`config.mk`:
```
export PLATFORM = sky130hd
export DESIGN_NAME = commit_unit_flat
export DESIGN_NICKNAME = d
export VERILOG_FILES = /design/src/rtl/commit_unit_if.sv /design/src/rtl/commit_unit.sv /design/src/flat_wrapper.sv
export SDC_FILE = /design/constraint.sdc
export NUM_CORES = 1
export LEC_CHECK = 0
export CAP_MARGIN = 25
export CORE_AREA = 2 2 133 135
export DETAILED_ROUTE_END_ITERATION = 7
export DIE_AREA = 0 0 135 137
export HOLD_SLACK_MARGIN = 0.15
export PLACE_DENSITY = 0.77
export SLEW_MARGIN = 5
export SYNTH_ARGS = -nofsm -noshare
export SYNTH_HDL_FRONTEND = slang
export SYNTH_SLANG_ARGS = --single-unit
```
`constraint.sdc`:
```
create_clock -name clk -period 6.3 [get_ports clk]
set_input_delay 1.575 -clock clk [delete_from_list [all_inputs] [get_ports clk]]
set_output_delay 1.575 -clock clk [all_outputs]
set_load 0.01 [all_outputs]
```
`src/rtl/commit_unit_if.sv`:
```
// Commit-stage bundle: ROB head, store-buffer handshake, register-file write port,
// flush/redirect and architectural state outputs of commit_unit.
interface commit_unit_if;
  logic        rob_valid;
  logic [31:0] rob_PC;
  logic [31:0] rob_value;
  logic [4:0]  rob_rd;
  logic [31:0] rob_addr_miss;
  logic [2:0]  rob_exc;
  logic [2:0]  rob_inst_type;
  logic        sb_ready;
  logic        rob_pop;
  logic        sb_commit;
  logic        rf_we;
  logic [4:0]  rf_rd;
  logic [31:0] rf_data;
  logic        flush;
  logic [31:0] redirect_PC;
  logic [31:0] rm0;
  logic [31:0] rm1;
  logic [31:0] rm2;
  logic        priv;
  logic [31:0] perf_retired;
  logic [31:0] perf_exc;

  // Commit-unit side.
  modport master (
    input  rob_valid, rob_PC, rob_value, rob_rd, rob_addr_miss, rob_exc, rob_inst_type,
           sb_ready,
    output rob_pop, sb_commit, rf_we, rf_rd, rf_data, flush, redirect_PC, rm0, rm1, rm2,
           priv, perf_retired, perf_exc
  );

  // ROB / pipeline side.
  modport slave (
    output rob_valid, rob_PC, rob_value, rob_rd, rob_addr_miss, rob_exc, rob_inst_type,
           sb_ready,
    input  rob_pop, sb_commit, rf_we, rf_rd, rf_data, flush, redirect_PC, rm0, rm1, rm2,
           priv, perf_retired, perf_exc
  );
endinterface

```
`src/rtl/commit_unit.sv`:
```
// In-order retirement stage: one ROB head per cycle, precise exceptions and IRET via flush.
// Optional retire/exception counters are built only when COMMIT_PERF_CNT_EN is defined.
module commit_unit #(
  parameter logic [31:0] EXC_HANDLER_ADDR = 32'h0000_2000,
  parameter int unsigned FLUSH_CYCLES     = 2
) (
  input  logic          clk,
  input  logic          reset,
  commit_unit_if.master bus
);

  localparam logic [2:0] TyLoad  = 3'd1;
  localparam logic [2:0] TyStore = 3'd2;
  localparam logic [2:0] TyMul   = 3'd4;
  localparam logic [2:0] TyIret  = 3'd5;

  localparam int unsigned CntW = (FLUSH_CYCLES > 1) ? $clog2(FLUSH_CYCLES) : 1;
  localparam logic [CntW-1:0] CntLoad = CntW'(FLUSH_CYCLES - 1);

  typedef enum logic {StRun, StFlush} state_e;

  state_e          state_q, state_d;
  logic [CntW-1:0] cnt_q, cnt_d;
  logic            rf_we_q, rf_we_d;
  logic [4:0]      rf_rd_q, rf_rd_d;
  logic [31:0]     rf_data_q, rf_data_d;
  logic            flush_q, flush_d;
  logic [31:0]     redirect_q, redirect_d;
  logic [31:0]     rm0_q, rm0_d;
  logic [31:0]     rm1_q, rm1_d;
  logic [1:0]      cause_q, cause_d;
  logic            priv_q, priv_d;

  logic       has_exc;
  logic       is_store;
  logic       is_iret;
  logic       writes_rd;
  logic       pop;
  logic [1:0] cause;

  always_comb begin
    has_exc  = |bus.rob_exc;
    is_store = (bus.rob_inst_type == TyStore);
    is_iret  = (bus.rob_inst_type == TyIret);
    // Types 6 and 7 retire as ALU ops.
    writes_rd = !(is_store || is_iret || bus.rob_inst_type == 3'd3);
    if (bus.rob_exc[0]) begin
      cause = 2'd1;
    end else if (bus.rob_exc[1]) begin
      cause = 2'd2;
    end else begin
      cause = 2'd3;
    end
  end

  // A faulting store never waits on the store buffer: it only needs to be squashed.
  assign pop = (state_q == StRun) && bus.rob_valid && (!is_store || has_exc || bus.sb_ready);

  always_comb begin
    state_d    = state_q;
    cnt_d      = cnt_q;
    rf_we_d    = 1'b0;
    rf_rd_d    = rf_rd_q;
    rf_data_d  = rf_data_q;
    flush_d    = flush_q;
    redirect_d = redirect_q;
    rm0_d      = rm0_q;
    rm1_d      = rm1_q;
    cause_d    = cause_q;
    priv_d     = priv_q;
    unique case (state_q)
      StRun: begin
        if (pop) begin
          if (has_exc) begin
            rm0_d      = bus.rob_PC;
            rm1_d      = bus.rob_addr_miss;
            cause_d    = cause;
            priv_d     = 1'b1;
            flush_d    = 1'b1;
            redirect_d = EXC_HANDLER_ADDR;
            cnt_d      = CntLoad;
            state_d    = StFlush;
          end else if (is_iret) begin
            priv_d     = 1'b0;
            flush_d    = 1'b1;
            redirect_d = rm0_q;
            cnt_d      = CntLoad;
            state_d    = StFlush;
          end else if (writes_rd && bus.rob_rd != 5'd0) begin
            rf_we_d   = 1'b1;
            rf_rd_d   = bus.rob_rd;
            rf_data_d = bus.rob_value;
          end
        end
      end
      StFlush: begin
        if (cnt_q == '0) begin
          flush_d = 1'b0;
          state_d = StRun;
        end else begin
          cnt_d = cnt_q - CntW'(1);
        end
      end
    endcase
  end

  always_ff @(posedge clk or posedge reset) begin
    if (reset) begin
      state_q    <= StRun;
      cnt_q      <= '0;
      rf_we_q    <= 1'b0;
      rf_rd_q    <= 5'd0;
      rf_data_q  <= 32'd0;
      flush_q    <= 1'b0;
      redirect_q <= 32'd0;
      rm0_q      <= 32'd0;
      rm1_q      <= 32'd0;
      cause_q    <= 2'd0;
      priv_q     <= 1'b1;
    end else begin
      state_q    <= state_d;
      cnt_q      <= cnt_d;
      rf_we_q    <= rf_we_d;
      rf_rd_q    <= rf_rd_d;
      rf_data_q  <= rf_data_d;
      flush_q    <= flush_d;
      redirect_q <= redirect_d;
      rm0_q      <= rm0_d;
      rm1_q      <= rm1_d;
      cause_q    <= cause_d;
      priv_q     <= priv_d;
    end
  end

  assign bus.rob_pop     = pop;
  assign bus.sb_commit   = pop && is_store && !has_exc;
  assign bus.rf_we       = rf_we_q;
  assign bus.rf_rd       = rf_rd_q;
  assign bus.rf_data     = rf_data_q;
  assign bus.flush       = flush_q;
  assign bus.redirect_PC = redirect_q;
  assign bus.rm0         = rm0_q;
  assign bus.rm1         = rm1_q;
  assign bus.rm2         = {30'd0, cause_q};
  assign bus.priv        = priv_q;

`ifdef COMMIT_PERF_CNT_EN
  logic [31:0] perf_ret_q;
  logic [31:0] perf_exc_q;

  always_ff @(posedge clk or posedge reset) begin
    if (reset) begin
      perf_ret_q <= 32'd0;
      perf_exc_q <= 32'd0;
    end else if (pop) begin
      if (has_exc) begin
        perf_exc_q <= perf_exc_q + 32'd1;
      end else begin
        perf_ret_q <= perf_ret_q + 32'd1;
      end
    end
  end

  assign bus.perf_retired = perf_ret_q;
  assign bus.perf_exc     = perf_exc_q;
`else
  assign bus.perf_retired = 32'd0;
  assign bus.perf_exc     = 32'd0;
`endif

endmodule

```
`src/flat_wrapper.sv`:
```
// flat-port wrapper written by rule: the top's interface ports become plain ports
module commit_unit_flat 
#(
  parameter logic [31:0] EXC_HANDLER_ADDR = 32'h0000_2000,
  parameter int unsigned FLUSH_CYCLES     = 2
)
  (clk, reset, bus_rob_valid, bus_rob_PC, bus_rob_value, bus_rob_rd, bus_rob_addr_miss, bus_rob_exc, bus_rob_inst_type, bus_sb_ready, bus_rob_pop, bus_sb_commit, bus_rf_we, bus_rf_rd, bus_rf_data, bus_flush, bus_redirect_PC, bus_rm0, bus_rm1, bus_rm2, bus_priv, bus_perf_retired, bus_perf_exc);
  commit_unit_if bus_i ();
  input  logic clk;
  input  logic reset;
  input wire logic [$bits(bus_i.rob_valid)-1:0] bus_rob_valid;
  input wire logic [$bits(bus_i.rob_PC)-1:0] bus_rob_PC;
  input wire logic [$bits(bus_i.rob_value)-1:0] bus_rob_value;
  input wire logic [$bits(bus_i.rob_rd)-1:0] bus_rob_rd;
  input wire logic [$bits(bus_i.rob_addr_miss)-1:0] bus_rob_addr_miss;
  input wire logic [$bits(bus_i.rob_exc)-1:0] bus_rob_exc;
  input wire logic [$bits(bus_i.rob_inst_type)-1:0] bus_rob_inst_type;
  input wire logic [$bits(bus_i.sb_ready)-1:0] bus_sb_ready;
  output wire logic [$bits(bus_i.rob_pop)-1:0] bus_rob_pop;
  output wire logic [$bits(bus_i.sb_commit)-1:0] bus_sb_commit;
  output wire logic [$bits(bus_i.rf_we)-1:0] bus_rf_we;
  output wire logic [$bits(bus_i.rf_rd)-1:0] bus_rf_rd;
  output wire logic [$bits(bus_i.rf_data)-1:0] bus_rf_data;
  output wire logic [$bits(bus_i.flush)-1:0] bus_flush;
  output wire logic [$bits(bus_i.redirect_PC)-1:0] bus_redirect_PC;
  output wire logic [$bits(bus_i.rm0)-1:0] bus_rm0;
  output wire logic [$bits(bus_i.rm1)-1:0] bus_rm1;
  output wire logic [$bits(bus_i.rm2)-1:0] bus_rm2;
  output wire logic [$bits(bus_i.priv)-1:0] bus_priv;
  output wire logic [$bits(bus_i.perf_retired)-1:0] bus_perf_retired;
  output wire logic [$bits(bus_i.perf_exc)-1:0] bus_perf_exc;
  assign bus_i.rob_valid = bus_rob_valid;
  assign bus_i.rob_PC = bus_rob_PC;
  assign bus_i.rob_value = bus_rob_value;
  assign bus_i.rob_rd = bus_rob_rd;
  assign bus_i.rob_addr_miss = bus_rob_addr_miss;
  assign bus_i.rob_exc = bus_rob_exc;
  assign bus_i.rob_inst_type = bus_rob_inst_type;
  assign bus_i.sb_ready = bus_sb_ready;
  assign bus_rob_pop = bus_i.rob_pop;
  assign bus_sb_commit = bus_i.sb_commit;
  assign bus_rf_we = bus_i.rf_we;
  assign bus_rf_rd = bus_i.rf_rd;
  assign bus_rf_data = bus_i.rf_data;
  assign bus_flush = bus_i.flush;
  assign bus_redirect_PC = bus_i.redirect_PC;
  assign bus_rm0 = bus_i.rm0;
  assign bus_rm1 = bus_i.rm1;
  assign bus_rm2 = bus_i.rm2;
  assign bus_priv = bus_i.priv;
  assign bus_perf_retired = bus_i.perf_retired;
  assign bus_perf_exc = bus_i.perf_exc;
  commit_unit #(.EXC_HANDLER_ADDR(EXC_HANDLER_ADDR), .FLUSH_CYCLES(FLUSH_CYCLES)) u_core (.clk(clk), .reset(reset), .bus(bus_i));
endmodule
```
Word-level counts from Yosys, hierarchy flattened. Index checks and enable logic that the tools add are counted.

Register bits: 140. Output and inout port bits: 234. Input port bits: 111. Word-level logic and storage cells: 64.

Add/subtract/negate cells: 1. Bitwise operators: 3. Equality and inequality tests: 6. Mux-type cells: 23. Reduce and logical (&&, ||, !) cells: 20.

Operators by type and width (number): $mux 32 (2); $mux 1 (17); $reduce_and 3->1 (3); $eq 3x2->1 const B (2); $pmux 1 s2 (3); $logic_and 1x1->1 (5); $reduce_and 5->1 (1); $reduce_bool 5->1 (1); $logic_or 1x1->1 (4); $eq 3x3->1 const B (1); $logic_not 1->1 (3); $ne 3x1->1 const B (1); $not 1->1 (3); $reduce_or 3->1 (1); $mux 2 (1); $ne 2x1->1 const B (1); $ne 2x2->1 const B (1); $reduce_and 2->1 (1); $reduce_bool 2->1 (1); $sub 1x1->1 const B (1).

Logic depth before layout (Yosys ltp).
Word-level depth: 10. Depth in mapped cells: 7. Depth with buffers taken out: 5.

Least setup slack after synthesis. No wires, ideal clock.

Path type: input-to-output. Start point: in bus_rob_exc[0]. End point: out bus_sb_commit. Data required time: 4725 ps. Arrival: 2526 ps. Slack: 2199 ps. Stages on the path: 3. Buffers on the path: 1. Cell sequence: or3_1 buf_6 nor4_1.

Longest elaborated chain between the ends: 6. Elaborated cells between the ends (all ways): 7. Classes of those cells: 7 x reduce/logical.

RTL lines: start: declaration (line flat_wrapper.sv:16) `input wire logic [$bits(bus_i.rob_exc)-1:0] bus_rob_exc;`; $reduce_or 3->1 (*) (line commit_unit.sv:42) `has_exc = |bus.rob_exc;`; $logic_or 1x1->1 (2 in a row) (line commit_unit.sv:57) `assign pop = (state_q == StRun) && bus.rob_valid && (!is_store || has_exc || bus.sb_ready);`; $logic_and 1x1->1 (line commit_unit.sv:57); $logic_and 1x1->1 (line commit_unit.sv:136) `assign bus.sb_commit = pop && is_store && !has_exc;`; $logic_and 1x1->1 (*) (line commit_unit.sv:136); end: declaration (line flat_wrapper.sv:20) `output wire logic [$bits(bus_i.sb_commit)-1:0] bus_sb_commit;`.

Mark *: on every way between the ends. The rest lies on a longest branch, timed or not.

Worst setup path after layout. Same ends and word-level chain as after synthesis.

==> results.json <==
{
  "hpwl_mm": 11.4,
  "cts_resized": 0,
  "critPathLaunchType": "input pin",
  "yosysWarnings": 0,
  "netlist_area_mm2": 0.00621,
  "initial_utilization_pct": 36.4,
  "grt_first_pass_wirelength_mm": 24.5,
  "ys_seq_area_share_pct": 56.5,
  "drt_pass1_iterations": 4,
  "grt_start_max_net_pins": 99,
  "p_leak_nw": 4.31,
  "cts-root-buf": "clkbuf_16",
  "cpMostUsedCell": "clkdlybuf4s50_1",
  "gr-usage-all-layers_pct": 17.1,
  "max_freq_mhz": 194,
  "worstHoldStart": "u_core.bus.priv$_DFFE_PP1P_",
  "layout-drive-gt1-share_pct": 9.11,
  "drv_slew": 0,
  "cp_cell_sequence": "clkdlybuf4s50_1 -> or3_1 -> nor4_1 -> clkdlybuf4s50_1",
  "antenna_found_initial": 0,
  "port_buffers": 250,
  "cts_sinks": 140,
  "via_per_inst": 4.30,
  "worstPathMaxFanout": 6,
  "cts-hold-fix-buffers": 0,
  "finClkSkew_ps": 5.77,
  "p_seq_share_pct": 36.3,
  "synth_cells": 621,
  "worst_setup_path_end_kind": "output pin",
  "ys_types": 28,
  "fin_nets": 977,
  "clk_pin_slew_ps": 60,
  "grt_pass1_vias": 4649,
  "p_total_w": 0.00416,
  "postSynthAreaPerCell_um2": 9.99,
  "p_int_w": 0.00284,
  "min_path_type": "reg -> reg",
  "power_frac_comb_pct": 38.8,
  "power.share.clock_pct": 24.9,
  "overflow": 0,
  "cts_setup_buffers": 0,
  "rsz0062_at_grt": "false",
  "setup_violations": 0,
  "finalWeightedCongestion": 0.729,
  "wl_per_cell_um": 14.7,
  "cts_buffers": 17,
  "reg2reg_from": "u_core.state_q$_DFF_PP0_",
  "critPathArrivalTime_ps": 3580,
  "drtAntennaViolNets": 0,
  "dieArea_mm2": 0.0185,
  "drc": 0,
  "period_minus_slack_ps": 5160,
  "worstPathRequired_ps": 4720,
  "die_w_um": 135,
  "pin_count": 345,
  "post-route-util_pct": 53.6,
  "worst_pin_slew_ps": 882,
  "clock_latency_ps": 410,
  "drt-initial-drc-count": 114,
  "cts_tree": "yes",
  "period_share_pct": 81.9,
  "drv_cap": 0,
  "startpoint": "bus_rob_exc[0]",
  "cpMaxStageDelayCell": "clkdlybuf4s50_1",
  "path_class": "in -> out",
  "diodes": 0,
  "fp-row-count": 48,
  "critPathMaxStageDelay_ps": 600,
  "core_mm2": 0.0171,
  "h-tree-depth": 4,
  "outcome": "finished, final reports clean",
  "vdd_drop_max_v": 0.000258,
  "areaGrowthSynthToFinish_pct": 47.4,
  "fin_tns_setup_ps": 0,
  "report.final.hold_viol_count": 0,
  "cp_top_family": "buffers and inverters",
  "powerDensity_mw_per_mm2": 454,
  "synth.ff_latch_count": 140,
  "swShare_pct": 31.6,
  "p_sw_w": 0.00131,
  "slew_headroom_pct": 41.2,
  "nFillCells": 1533,
  "path_buf_inv": 2,
  "chipHeight_um": 137,
  "vias": 4747,
  "drt_wl_total_mm": 16.2,
  "clock_path_buffers": 2
}
==> synthesized netlist by cell type (all sizes together) <==
cell type,n,area [um2]
clkbuf,20,75.1
conb,1,3.75
o21ai,35,175
nor4,2,12.5
dfrtp,139,3480
a22o,5,50.1
a31oi,1,6.26
nor2,5,18.8
mux2,32,469
nor2b,1,6.26
dfstp,1,26.3
nand2,264,998
and3b,1,8.76
nand2b,2,12.5
inv,5,23.8
buf,102,793
nor4b,1,23.8
or3,1,6.26
nor3,2,10.0
a22oi,1,7.51
==> worst min-delay path: stages (launching register included) <==
cell and delay [ps]:
dfstp_2 370, nand2_1 50, nand2_1 50
==> placed cells by master (no fill, tap or decap), drive strengths merged, types with 2 or more instances in the layout <==
cell type	count
a22o	5
nor3	2
mux2	32
buf	5
conb	94
nand2b	2
nand2	264
clkdlybuf4s50	250
dfrtp	139
clkinv	3
clkinvlp	2
nor2	5
o21ai	35
inv	6
bufinv	3
clkbuf	22
nor4	2
==> metrics by stage <==
step,hold slack (ps),std cells,worst slack [ps],instance area (um2)
after global routing,467,1103,1080,9150
after detailed placement,449,1072,1150,8540
after global placement,444,1072,1190,8540
after CTS,459,1103,1130,9150
final,458,1103,1140,9150
after floorplan,450,714,974,6560
==> flip-flops by register name, summed over array words and instances (netlist names) <==
name / count
u_core.bus.flush: 1
u_core.state_q: 1
u_core.cause_q: 2
u_core.bus.rf_data: 32
u_core.cnt_q: 1
u_core.bus.rm0: 32
u_core.bus.priv: 1
u_core.bus.rm1: 32
u_core.bus.rf_rd: 5
u_core.bus.redirect_PC: 32
u_core.bus.rf_we: 1
==> power by group through the flow <==
stage | clock, W | combinational [W] | sequential [W]
floorplan | 0 | 0.000535 | 0.00167
global placement | 0 | 0.00160 | 0.00151
detailed placement | 0 | 0.00163 | 0.00152
CTS | 0.00106 | 0.00164 | 0.00151
global route | 0.00110 | 0.00175 | 0.00155
finish | 0.00103 | 0.00161 | 0.00151
==> worst paths after layout <==
path / to / slack, ps / cells past startpoint
min reg2reg: u_core.bus.priv$_DFFE_PP1P_ / 460 / 2
min in group asynchronous: u_core.bus.redirect_PC[8]$_DFFE_PP0P_ / 1720 / 2
max in group asynchronous: u_core.state_q$_DFF_PP0_ / 3500 / 3
max reg2reg: u_core.bus.rf_data[0]$_DFFE_PP0P_ / 3920 / 5
min: u_core.bus.priv$_DFFE_PP1P_ / 460 / 2
max: bus_sb_commit / 1140 / 4
==> per-layer routing <==
| metal | share of wire (%) | vias up | global-route usage, % |
|---|---|---|---|
| li1 | - | 2257 | - |
| met1 | 41 | 2251 | 20.5 |
| met2 | 49 | 226 | 28.9 |
| met3 | 9.0 | 13 | 5.89 |
| met4 | 1.3 | 0 | 5.84 |
| met5 | 0 | - | 0 |
==> cell families after synthesis <==
logic type / Yosys count / synth area share, %
other cells: 1 / 0.0604
compound gates: 42 / 3.85
mux: 32 / 7.56
flops: 140 / 56.5
buf+inv: 127 / 14.4
simple gates: 279 / 17.7
==> final cells by class <==
type	instances	area, um2	area share [%]
clock buffers	22	474	5.18
clock inverters	9	136	1.49
repair buffers	255	2540	27.8
flip-flops and latches	140	3500	38.3
multi-input cells	447	2180	23.9
inverters	5	28.8	0.315
well taps	225	282	3.08
(Power assumes the default switching activity.)
